### src/rtl/ebi_cmd_deser.sv
// EBI write-path deserialiser: packs 16-bit MCU writes into DATA_WIDTH beats and emits
// each header-framed packet as an AXI-stream master.
module ebi_cmd_deser #(
  parameter int unsigned DATA_WIDTH = 128,
  parameter int unsigned MAX_BEATS  = 16
) (
  input  logic                  clk,
  input  logic                  rst_n,
  input  logic                  wr_ena,
  input  logic [15:0]           wr_data,
  output logic                  wr_ready,
  input  logic                  err_clr,
  output logic                  err_ovf,
  output logic                  err_hdr,
  output logic                  m_axis_tvalid,
  input  logic                  m_axis_tready,
  output logic [DATA_WIDTH-1:0] m_axis_tdata,
  output logic                  m_axis_tlast
);

  localparam int unsigned WPB = DATA_WIDTH / 16;
  localparam int unsigned WCW = (WPB > 1) ? $clog2(WPB) : 1;
  localparam int unsigned LW  = (MAX_BEATS > 1) ? $clog2(MAX_BEATS) : 1;

  localparam logic [1:0] IDLE = 2'd0;
  localparam logic [1:0] LOAD = 2'd1;
  localparam logic [1:0] SEND = 2'd2;

  logic [1:0]            state_q, state_d;
  logic [WCW-1:0]        word_cnt_q, word_cnt_d;
  logic [LW-1:0]         beats_left_q, beats_left_d;
  logic [DATA_WIDTH-1:0] tdata_q, tdata_d;
  logic                  tvalid_q, tvalid_d;
  logic                  tlast_q, tlast_d;
  logic                  wr_ready_q, wr_ready_d;
  logic                  err_ovf_q, err_ovf_d;
  logic                  err_hdr_q, err_hdr_d;
  logic                  wr_ena_q;
  logic                  stb;

  // wr_ena_q resets high so a strobe held across reset release is not a write
  assign stb = wr_ena & ~wr_ena_q;

  always_comb begin
    state_d      = state_q;
    word_cnt_d   = word_cnt_q;
    beats_left_d = beats_left_q;
    tdata_d      = tdata_q;
    tvalid_d     = tvalid_q;
    tlast_d      = tlast_q;
    err_ovf_d    = err_clr ? 1'b0 : err_ovf_q;
    err_hdr_d    = err_clr ? 1'b0 : err_hdr_q;

    if (stb && !wr_ready_q) begin
      err_ovf_d = 1'b1;
    end

    case (state_q)
      IDLE: begin
        if (stb) begin
          if (wr_data[15]) begin
            beats_left_d = wr_data[LW-1:0];
            state_d      = LOAD;
          end else begin
            err_hdr_d = 1'b1;
          end
        end
      end
      LOAD: begin
        if (stb) begin
          for (int unsigned i = 0; i < WPB; i++) begin
            if (word_cnt_q == WCW'(i)) begin
              tdata_d[16*i +: 16] = wr_data;
            end
          end
          if (word_cnt_q == WCW'(WPB - 1)) begin
            word_cnt_d = '0;
            tvalid_d   = 1'b1;
            tlast_d    = (beats_left_q == '0);
            state_d    = SEND;
          end else begin
            word_cnt_d = word_cnt_q + 1'b1;
          end
        end
      end
      SEND: begin
        if (tvalid_q && m_axis_tready) begin
          tvalid_d = 1'b0;
          if (tlast_q) begin
            tlast_d = 1'b0;
            state_d = IDLE;
          end else begin
            beats_left_d = beats_left_q - 1'b1;
            state_d      = LOAD;
          end
        end
      end
      default: state_d = IDLE;
    endcase

    wr_ready_d = (state_d != SEND);
  end

  always_ff @(posedge clk) begin
    if (!rst_n) begin
      state_q      <= IDLE;
      word_cnt_q   <= '0;
      beats_left_q <= '0;
      tdata_q      <= '0;
      tvalid_q     <= 1'b0;
      tlast_q      <= 1'b0;
      wr_ready_q   <= 1'b1;
      err_ovf_q    <= 1'b0;
      err_hdr_q    <= 1'b0;
      wr_ena_q     <= 1'b1;
    end else begin
      state_q      <= state_d;
      word_cnt_q   <= word_cnt_d;
      beats_left_q <= beats_left_d;
      tdata_q      <= tdata_d;
      tvalid_q     <= tvalid_d;
      tlast_q      <= tlast_d;
      wr_ready_q   <= wr_ready_d;
      err_ovf_q    <= err_ovf_d;
      err_hdr_q    <= err_hdr_d;
      wr_ena_q     <= wr_ena;
    end
  end

  assign wr_ready      = wr_ready_q;
  assign err_ovf       = err_ovf_q;
  assign err_hdr       = err_hdr_q;
  assign m_axis_tvalid = tvalid_q;
  assign m_axis_tdata  = tdata_q;
  assign m_axis_tlast  = tlast_q;

endmodule

### config.mk
export PLATFORM = sky130hd
export DESIGN_NAME = ebi_cmd_deser
export DESIGN_NICKNAME = d
export VERILOG_FILES = /design/src/rtl/ebi_cmd_deser.sv
export SDC_FILE = /design/constraint.sdc
export NUM_CORES = 1
export LEC_CHECK = 0
export ABC_CLOCK_PERIOD_IN_PS = 2300
export BUFFER_PORTS_ARGS = -buffer_cell sky130_fd_sc_hd__buf_2
export CAP_MARGIN = 25
export CORE_ASPECT_RATIO = 1.1
export CORE_MARGIN = 2
export CORE_UTILIZATION = 45
export CTS_BUF_LIST = sky130_fd_sc_hd__clkbuf_16
export DETAILED_ROUTE_END_ITERATION = 6
export MAX_ROUTING_LAYER = met4
export PLACE_DENSITY_LB_ADDON = 0.12
export SYNTH_ARGS = -nofsm -noshare
export SYNTH_HDL_FRONTEND = slang
export SYNTH_SLANG_ARGS = --single-unit
export TNS_END_PERCENT = 10
### constraint.sdc
create_clock -name clk -period 2.3 [get_ports clk]
set_clock_uncertainty 0.2 [all_clocks]
set_input_delay 0.575 -clock clk [delete_from_list [all_inputs] [get_ports clk]]
set_output_delay 0.575 -clock clk [all_outputs]
set_load 0.05 [all_outputs]
Word level (Yosys, flattened, before mapping) --
Index checks and enable logic that the tools add are counted.
Word-level totals: word-level logic and storage cells 83, register bits 143, RAM bits 0, bits in read-only memories 0, output and inout port bits 133, bits in latches 0, memories 0
Operators by class: muxes and demuxes 26, $add $sub $neg 2, equal/unequal tests 16, divide/modulo/power cells 0, bitwise operators 2, $lt $le $gt $ge 0, multipliers 0, reduce and logical (&&, ||, !) cells 20, shifts and indexed selects 0
Operators by type and width (count):
- 3-bit AND reduction | 8
- 4-bit 2-to-1 mux | 4
- 2-bit inequality test, second input constant | 7
- 3-bit == test, second input constant | 4
- 1-bit 2-to-1 mux | 12
- 2-bit 2-to-1 mux | 5
- 4-bit case mux with 2 select lines | 1
- 3-bit by 2-bit == test with 1-bit output, second input constant | 2
- 2-bit case mux with 3 select lines | 1
- 2-bit nonzero test | 3
- 5-bit AND reduction | 1
- 4-bit logical NOT | 1
- 1-bit case mux with 2 select lines | 2
- 4-bit AND reduction | 1
- 4-bit by 1-bit subtractor with 4-bit output, second input constant | 1
- 3-bit by 1-bit adder with 3-bit output, second input constant | 1
- 3-bit by 1-bit == test with 1-bit output, second input constant | 1
- 3-bit logical NOT | 1
- 3-bit 2-to-1 mux | 1
- 2-bit by 1-bit == test with 1-bit output, second input constant | 1
- 2-bit == test, second input constant | 1
- 1-bit logical AND | 2
- 2-bit logical NOT | 1
- 2-bit AND reduction | 1
- 3 further kinds | 3

Logic depth before layout (Yosys ltp) --
depth after elaboration 5, mapped depth 7, depth with buffers taken out 5

Worst setup path before layout --
OpenSTA, ideal clock, no wires.
path kind register to register, start register word_cnt_q[2], end register tdata_q[63], in the netlist m_axis_tdata[63], path slack 475 ps, clock period less this slack 1825 ps, stages on the path, launching flop included 8, arrival time 1491 ps, path buffers 2, cells stage by stage dfxtp_1 > inv_1 > ha_1 > and2_1 > buf_4 > buf_6 > nand2_1 > a21oi_1
On the way: word-level cells in the longest chain between the ends 2
Ends and longest elaborated chain:
- start: declaration | line 30 | logic [WCW-1:0] word_cnt_q, word_cnt_d;
- start signal: assignment | line 118 | word_cnt_q <= word_cnt_d;
- 3-bit by 2-bit == test with 1-bit output | line 72 | if (word_cnt_q == WCW'(i)) begin
- 3-bit AND reduction (no line)
- end signal: assignment | line 120 | tdata_q <= tdata_d;
- end: declaration | line 32 | logic [DATA_WIDTH-1:0] tdata_q, tdata_d;
Every way passes these cells. A chain may end at the register's enable or synchronous reset.

Worst setup path in the final report --
start register tdata_q[18], in the netlist m_axis_tdata[18], end output m_axis_tdata[18]
RTL lines:
- end: declaration | line 17 | output logic [DATA_WIDTH-1:0] m_axis_tdata,
No word-level cell between the ends.

==> impl_metrics.yaml <==
status:
  outcome: "completed"
synthesis:
  yosysTopAreaCellShare_pct: 50.8
  ys_types: 36
  synth-edff-count: 0
  ys_ff_latch: 143
  syn_area_sq_um: 5640
  synth.most_common_cell: "nand2_1"
  synth_adder_area_share_pct: 1.78
  synth_ff_type: "dfxtp_1"
  synth_top_cell_by_area: "dfxtp_1"
  synth_top_family_by_area: "simple AND/OR/NAND/NOR gates"
  synth-compound-area-share_pct: 11.5
  synth_nets: 645
  syn_inst: 616
  ys_seq_area_share_pct: 50.8
  yosys-top-cells-area: "dfxtp_1 (51%), nand2_1 (9.8%), mux2i_1 (8.5%)"
  synth_xor_area_share_pct: 0
  muxShareOfSynthArea_pct: 8.53
  async_flop_share_pct: 0
  synth-simple-area-share_pct: 20.7
  yosys_warnings: 0
  syn_avg_cell_area_sq_um: 9.15
  synth_commonest_cells: "nand2_1 (147), dfxtp_1 (143), a21oi_1 (63)"
drt:
  routed_wl_microns: 15300
  dr.pass1.iters: 6
  routedWlPerCell_microns: 16.8
  drc: 0
  vias_per_cell: 5.01
  drt-initial-drc-count: 277
  ant_nets: 0
  vias: 4588
sta:
  finalHoldViolCount: 0
  period_minus_slack_ns: 1.88
  max_slew.worst_pin.slew_ns: 0.521
  slew_viol_final: 0
  fin_crit_sh_pct: 81.5
  setup_tns_ns: 0
  max_slew_margin_pct: 65.3
  max_freq_ghz: 0.533
  rsz0062_at_grt: "no"
  finalSetupViolCount: 0
  post-route-worst-setup-slack_ns: 0.425
power_and_ir_drop:
  powerDensity_nw_per_um2: 764
  comb_power_share_pct: 3.2
  seqPwrFrac_pct: 46.6
  p_leak_uw: 0.00329
  p_int_uw: 4200
  p_sw_share_pct: 21.3
  power.switching_uw: 1140
  clkPwrFrac_pct: 50.2
  vdd_ir_drop_max_mv: 0.545
  p_total_uw: 5340
finish:
  drive_gt1_share_pct: 33.2
  nNetsFinal: 779
  antenna_cells: 0
  area_delta_synth_final_pct: 23.9
  fin_area_sq_um: 6980
  final_cell_count_no_fill: 915
global_routing:
  grt_antenna_before_repair: 0
  grt_usage_pct: 23.2
  grt_overflow_total: 0
  grt_pass1_vias: 4272
  grt_pass1_wl_microns: 23200
  grt_max_degree: 42
clocking:
  cts.sinks: 143
  clock-root-buffer: "clkbuf_16"
  ctsHtreeMaxLevel: 4
  clk_path_buf_depth: 2
  cts_buffers: 17
  clk_pin_slew_ns: 0.06
  postCtsHoldBufs: 0
  cts_setup_buffers: 0
  worstSkewPairLatency_ns: 0.42
  cts_tree: "yes"
  cts_resized: 0
floorplanning:
  die_w_microns: 111
  die_height_microns: 121
  coreArea_sq_um: 12100
  die-area_sq_um: 13400
  top_level_ports: 154
  initial_core_util_pct: 46.4
  rows: 42
setup_path:
  worst-setup-path-type: "register to output port"
  cpLargestDelayFamily: "flip-flops"
  cp_slowest_cell: "dfxtp_1"
  startpoint_type: "register"
  critPathRequiredTime_ns: 1.52
  crit_cells: 1
  critical-path-max-stage-delay_ns: 0.39
  ff2ff_path_depth: 5
  cp-end-kind: "output port"
  cp_cell_sequence: "buf_2"
  arrival_ns: 1.10
  critPathBufInv: 1
  cp_max_fo: 2
worst_hold_path:
  hold_class: "input pin to register"
  whs_path_depth: 2
place:
  place_hpwl_microns: 10400
  post-place-ws_ns: 0.264
  dp_cells: 885
  gp_congestion: 0.789
  dpl_cell_area_sq_um: 6410
  io_buffers: 153
job:
  drv_cap: 0
[power by group through the flow]
stage | logic, uW | registers, uW | clock network (uW)
after CTS | 169 | 2490 | 2720
after global placement | 167 | 2540 | 0
after detailed placement | 169 | 2540 | 0
final | 169 | 2490 | 2680
after floorplan | 91.9 | 2550 | 0
after global routing | 178 | 2490 | 2830
[flip-flops by register name, indices dropped and copies added, names as in the netlist]
| name | count |
|---|---|
| m_axis_tdata | 128 |
| beats_left_q | 4 |
| word_cnt_q | 3 |
| state_q | 2 |
| err_hdr | 1 |
| err_ovf | 1 |
| m_axis_tlast | 1 |
| m_axis_tvalid | 1 |
| wr_ena_q | 1 |
| wr_ready | 1 |
[placed cells by master, fill, tap and decap left out, types with 3 or more instances in the layout]
master and count:
buf_2 153, buf_4 8, mux2i_1 48, nand3_1 4, clkbuf_16 17, nand2_2 20, ha_1 8, buf_12 5
nor2_1 58, clkinv_2 3, clkinv_1 3, nand3_4 5, and3_1 3, inv_1 8, a21oi_2 30, a21oi_1 63
nand2_1 147, dfxtp_1 143, nand2b_1 6, bufinv_16 3
[cells by family after synthesis]
group,after synthesis
AND/OR/NAND/NOR,256
adder cells (fa/ha/maj),8
AO/OA/AOI/OAI,101
flip-flops,143
buffers and inverters,60
multiplexers,48
[metrics by stage]
stage,util (%),hold slack [ns]
finish,57.5,0.188
global route,57.5,0.200
CTS,57.5,0.182
detailed placement,52.8,0.245
global placement,52.8,0.238
floorplan,-,0.241
[final timing paths]
path | from | to | slack, ns
max | m_axis_tdata[18] | m_axis_tdata[18] | 0.42
min | wr_ena | wr_ena_q | 0.19
max reg2reg | state_q[0] | m_axis_tdata[12] | 0.47
min reg2reg | m_axis_tdata[60] | m_axis_tdata[60] | 0.25
[final cells by class]
type | count | area (sq um)
fillers | 1129 | 5150
flip-flops and latches | 143 | 2860
multi-input cells | 413 | 2390
repair buffers | 166 | 926
clock buffers | 17 | 425
well taps | 154 | 193
clock inverters | 13 | 149
inverters | 9 | 36.3
[routing by layer]
| metal | GRT usage, % | vias to the layer above | routed length (microns) |
|---|---|---|---|
| li1 | - | 2271 | - |
| met1 | 27.8 | 2154 | 6660 |
| met2 | 38.4 | 147 | 7520 |
| met3 | 6.34 | 16 | 987 |
| met4 | 7.27 | 0 | 170 |
| met5 | - | - | 0 |
(Power assumes the default switching activity.)
